<file path="config.mk">
export PLATFORM = sky130hd
export DESIGN_NAME = register_file
export DESIGN_NICKNAME = d
export VERILOG_FILES = /design/src/rtl/register_file.sv
export SDC_FILE = /design/constraint.sdc
export NUM_CORES = 2
export LEC_CHECK = 0
export ABC_AREA = 1
export ABC_CLOCK_PERIOD_IN_PS = 3500
export CAP_MARGIN = 20
export CELL_PAD_IN_SITES_DETAIL_PLACEMENT = 1
export CELL_PAD_IN_SITES_GLOBAL_PLACEMENT = 2
export CORE_MARGIN = 5
export CORE_UTILIZATION = 38
export CTS_CLUSTER_DIAMETER = 80
export DETAILED_ROUTE_END_ITERATION = 12
export DONT_BUFFER_PORTS = 1
export PLACE_DENSITY_LB_ADDON = 0.1
export RECOVER_POWER = 25
export SYNTH_ARGS = -nofsm -noshare
export SYNTH_HDL_FRONTEND = slang
export SYNTH_SLANG_ARGS = --single-unit
</file>
<file path="constraint.sdc">
create_clock -name Sys_clk -period 3.5 [get_ports Sys_clk]
set_clock_uncertainty 0.2 [all_clocks]
set_input_delay 0.525 -clock Sys_clk [delete_from_list [all_inputs] [get_ports Sys_clk]]
set_output_delay 0.525 -clock Sys_clk [all_outputs]
set_load 0.01 [all_outputs]
</file>
<file path="src/rtl/register_file.sv">
// Architectural register file with per-register rename tags: combinational operand reads with
// commit bypass, RoB commit write-back, dispatcher rename and mispredict flush of all tags.
module register_file #(
  parameter int                    REG_WIDTH    = 5,
  parameter int                    EX_REG_WIDTH = 6,
  parameter logic [EX_REG_WIDTH-1:0] NON_REG    = 6'b100000,
  parameter int                    RoB_WIDTH    = 8,
  parameter int                    EX_RoB_WIDTH = 9,
  parameter logic [EX_RoB_WIDTH-1:0] NON_DEP    = 9'b100000000
) (
  input  logic                    Sys_clk,
  input  logic                    Sys_rst_n,
  input  logic                    Sys_rdy,
  input  logic [EX_REG_WIDTH-1:0] DPRF_rs1,
  input  logic [EX_REG_WIDTH-1:0] DPRF_rs2,
  output logic [31:0]             RFDP_Vj,
  output logic [31:0]             RFDP_Vk,
  output logic [EX_RoB_WIDTH-1:0] RFDP_Qj,
  output logic [EX_RoB_WIDTH-1:0] RFDP_Qk,
  input  logic                    DPRF_en,
  input  logic [EX_REG_WIDTH-1:0] DPRF_rd,
  input  logic [RoB_WIDTH-1:0]    DPRF_RoB_index,
  input  logic                    RoBRF_pre_judge,
  input  logic                    RoBRF_en,
  input  logic [RoB_WIDTH-1:0]    RoBRF_RoB_index,
  input  logic [EX_REG_WIDTH-1:0] RoBRF_rd,
  input  logic [31:0]             RoBRF_value
);

  localparam int NUM_REGS = 1 << REG_WIDTH;

  typedef struct packed {
    logic [31:0]             v;
    logic [EX_RoB_WIDTH-1:0] q;
  } read_t;

  logic [31:0]             value_q [NUM_REGS];
  logic [EX_RoB_WIDTH-1:0] tag_q   [NUM_REGS];

  logic                    commit_valid;
  logic                    rename_valid;
  logic [NUM_REGS-1:0]     commit_hit;
  logic [NUM_REGS-1:0]     rename_hit;
  logic [NUM_REGS-1:0]     tag_retire;
  read_t                   read_j;
  read_t                   read_k;

  // Entries with the top bit set denote "no register"; x0 is never a real destination
  assign commit_valid = RoBRF_en && !RoBRF_rd[EX_REG_WIDTH-1] &&
                        (RoBRF_rd[REG_WIDTH-1:0] != '0);
  assign rename_valid = DPRF_en && !DPRF_rd[EX_REG_WIDTH-1] &&
                        (DPRF_rd[REG_WIDTH-1:0] != '0);

  function automatic read_t read_port(input logic [EX_REG_WIDTH-1:0] rs);
    read_t r;
    logic [REG_WIDTH-1:0] idx;
    idx = rs[REG_WIDTH-1:0];
    r.v = '0;
    r.q = NON_DEP;
    if (!rs[EX_REG_WIDTH-1] && idx != '0) begin
      if (tag_q[idx] == NON_DEP) begin
        r.v = value_q[idx];
      end else if (RoBRF_en && RoBRF_rd == rs &&
                   RoBRF_RoB_index == tag_q[idx][RoB_WIDTH-1:0]) begin
        r.v = RoBRF_value;
      end else begin
        r.q = tag_q[idx];
      end
    end
    return r;
  endfunction

  always_comb begin
    read_j  = read_port(DPRF_rs1);
    read_k  = read_port(DPRF_rs2);
    RFDP_Vj = read_j.v;
    RFDP_Qj = read_j.q;
    RFDP_Vk = read_k.v;
    RFDP_Qk = read_k.q;
  end

  // A commit only retires the tag it produced; a younger rename of the same register survives
  always_comb begin
    commit_hit = '0;
    rename_hit = '0;
    tag_retire = '0;
    for (int i = 1; i < NUM_REGS; i++) begin
      commit_hit[i] = commit_valid && (RoBRF_rd[REG_WIDTH-1:0] == REG_WIDTH'(i));
      rename_hit[i] = rename_valid && (DPRF_rd[REG_WIDTH-1:0] == REG_WIDTH'(i));
      tag_retire[i] = commit_hit[i] && (tag_q[i] != NON_DEP) &&
                      (tag_q[i][RoB_WIDTH-1:0] == RoBRF_RoB_index);
    end
  end

  always_ff @(posedge Sys_clk or negedge Sys_rst_n) begin
    if (!Sys_rst_n) begin
      for (int i = 0; i < NUM_REGS; i++) begin
        value_q[i] <= '0;
        tag_q[i]   <= NON_DEP;
      end
    end else if (Sys_rdy) begin
      for (int i = 1; i < NUM_REGS; i++) begin
        if (commit_hit[i]) begin
          value_q[i] <= RoBRF_value;
        end
        if (!RoBRF_pre_judge) begin
          tag_q[i] <= NON_DEP;
        end else if (rename_hit[i]) begin
          tag_q[i] <= {1'b0, DPRF_RoB_index};
        end else if (tag_retire[i]) begin
          tag_q[i] <= NON_DEP;
        end
      end
    end
  end

endmodule

</file>
==> qor.csv <==
metric;value;unit
finalHoldViolCount;140;
die_h;456;µm
holdWs;-0.821;ns
p_sw_frac;0.309;
die_x;456;µm
ys_ff_latch;1271;
worstMarginPinSlew;2.37;ns
synth.distinct_cells;60;
multi_input_area;0.0386;mm²
period_needed;4.36;ns
cp.arrival;3.63;ns
dr.pass1.iters;6;
cpMostUsedCell;buf_4;
core;0.198;mm²
cp_slowest_stage_delay;0.48;ns
synthesis.area;0.0756;mm²
vias;83500;
regArea;0.0319;mm²
grtUsageTotal;0.379;
cts-root-buf;clkbuf_16;
crit_buf_inv;7;
clkTransAtPathRegs;0.06;ns
worst-path-max-fanout;171;
grt_pass1_wl;590000;µm
muxShareOfSynthArea;0.00351;
leakage;39.0;nW
ant_nets;0;
portBuffers;0;
fp-row-count;163;
finalSetupViolCount;161;
wirelength;424000;µm
dp_hpwl;242000;µm
seq_power_share;0.404;
ys_seq_area_frac;0.421;
syn-num-nets;10600;
cp-start-kind;primary input;
h-tree-depth;4;
synth_compound_area_frac;0.244;
slew_violations;493;
syn_inst;10500;
violations;negative hold slack, max-capacitance violations, max-slew violations, negative setup slack;
synth-xor-area-share;0.0115;
worst-setup-path-type;in -> out;
p_sw;12.5;mW
ir_drop;0.505;mV
holdCritPathClass;in -> async;
cts_sinks;1271;
synth-adder-area-share;0;
clockPowerShare;0.434;
gr-total-overflow;0;
synth_top_family_by_area;compound AO/OA/AOI/OAI gates;
drv_cap;9;
cts_hold_buffers;56;
setup_ws;-0.858;ns
clk_latency;0.83;ns
gp_congestion;0.981;
initialDrtViolationCount;9900;
postLayoutCoreUtil;0.459;
areaGrowthSynthToFinish;19.9;%
cp.depth;15;
slew_headroom;-0.579;
period_share;1.25;
grt_pass1_vias;81600;
fillers;24000;
cp_slowest_cell;a22oi_1;
synth_flop_cell;dfrtp_1;
viasPerCell;6.29;
yosysWarnings;41;
powerDensity;447;mW/mm²
cts_made_buffers;160;
drcViolationCount;0;
cts_buffer_depth;3;
grt_max_degree;730;
die_area;0.208;mm²
cts_tree;done;
ys_async_sr_fraction;1.00;
p_int;28.0;mW
top_level_ports;160;
rsz0062_at_grt;true;
syn_area_per_cell;7.21;µm²
cp.required;2.77;ns
crit_path_end_kind;primary output;
p_comb_frac;0.162;
timing.fmax;229;MHz
grt_antenna_before_repair;17;
reg2reg_depth;11;
r2r_slack;0.22;ns
num-nets-final;10600;
r2r-start;tag_q[100];
synth_edf_count;0;
synthSimpleGateAreaFrac;0.227;
status;finished, violations left;
drive_above_1_share;0.134;
reg2reg_to;tag_q[100];
wl_per_cell;31.9;µm
initial_core_util;0.383;
cp_cell_sequence;clkinv_8, nand2_8, buf_4, buf_12, buf_4, buf_4, o2111ai_1, nand3_1, nand2_1, inv_1, a22oi_1, nand3_1, nand2_2, a21oi_2, buf_4;
crit_family;buffers and inverters;
## cell families after synthesis
family	count (synthesis)
xor+xnor	99
simple gates	4130
buf+inv	1641
compound gates	3316
mux	26
flops	1271
## metal layers
layer / vias to the layer above / GRT usage / routed length, µm
met5: - / 0 / 35
met3: 1060 / 0.0770 / 37900
met4: 6 / 0.191 / 27300
met2: 4265 / 0.579 / 184000
li1: 35700 / - / -
met1: 42500 / 0.512 / 174000
## final cells by class
class / instances / share of cell area
inverters: 721 / 0.0304
well taps: 2640 / 0.0364
multi-input cells: 7571 / 0.426
flip-flops and latches: 1271 / 0.351
repair buffers: 777 / 0.0956
clock buffers: 229 / 0.0508
diodes: 12 / 0.000331
clock inverters: 61 / 0.00932
## cell usage after synthesis, types with 59 or more instances
cell,instances,share of area
a21oi_1,772,0.051
buf_1,59,0.0029
buf_2,226,0.015
buf_4,61,0.0061
clkbuf_1,532,0.026
dfrtp_1,1240,0.41
inv_1,708,0.035
nand2_1,2600,0.13
nand3_1,802,0.053
nand4_1,100,0.0083
nor2_1,467,0.023
nor4_1,59,0.0049
o2111ai_1,79,0.0092
o211ai_1,222,0.022
o21ai_0,1761,0.12
o21ai_1,117,0.0077
o221ai_1,103,0.012
o22ai_1,135,0.011
xor2_1,70,0.0081
## power by group through the flow
stage | combinational, mW | sequential [mW] | clock [mW]
after floorplan | 3.56 | 16.4 | 0
after global placement | 5.51 | 16.5 | 0
after detailed placement | 5.65 | 16.6 | 0
after CTS | 5.88 | 16.3 | 17.8
after global routing | 7.04 | 16.5 | 18.4
final | 6.56 | 16.4 | 17.6
## through the flow
stage | std cells | worst slack, ns | instance area, µm² | TNS (ns) | power, mW
final | 13300 | -0.858 | 90600 | -64.16 | 40.5
after global routing | 13300 | -0.871 | 90600 | -240.95 | 41.9
after CTS | 13200 | -0.754 | 88400 | -60.34 | 40.0
after detailed placement | 12800 | -1.04 | 81600 | -609.07 | 22.2
after global placement | 12800 | -0.913 | 81600 | -544.29 | 22.1
after floorplan | 10500 | 0.552 | 75600 | 0 | 20.0
## layout by cell type (no fill, tap or decap), types with 134 or more instances in the layout
cell,n
o22ai_1,134
a21oi_1,714
o211ai_1,222
nor2_1,445
buf_12,145
dfrtp_1,1230
nand3_1,671
clkbuf_16,184
o21ai_0,1744
inv_1,648
nand2_1,2540
buf_4,490
## flip-flops by register name (all words and copies together), names as in the netlist
register / cells
value_q: 992
tag_q: 279
## how the worst max path moves through the flow
stage	slack (ns)	start	to
CTS	-0.75	tag_q[1]	RFDP_Vk[14]
global placement	-0.91	Sys_rst_n	value_q[483]
global route	-0.87	tag_q[127]	RFDP_Vk[8]
detailed placement	-1.04	Sys_rst_n	value_q[483]
finish	-0.86	DPRF_rs1[1]	RFDP_Vj[15]
floorplan	0.55	DPRF_rs1[0]	RFDP_Vj[0]
## repair_timing
action	CTS	global route
cloned	3	27
endpoints found under the hold margin	404	128
pin swaps	22	90
setup buffers	4	65
endpoints found under the setup margin	262	637
gates resized for setup	174	283
(Power assumes the default switching activity.)
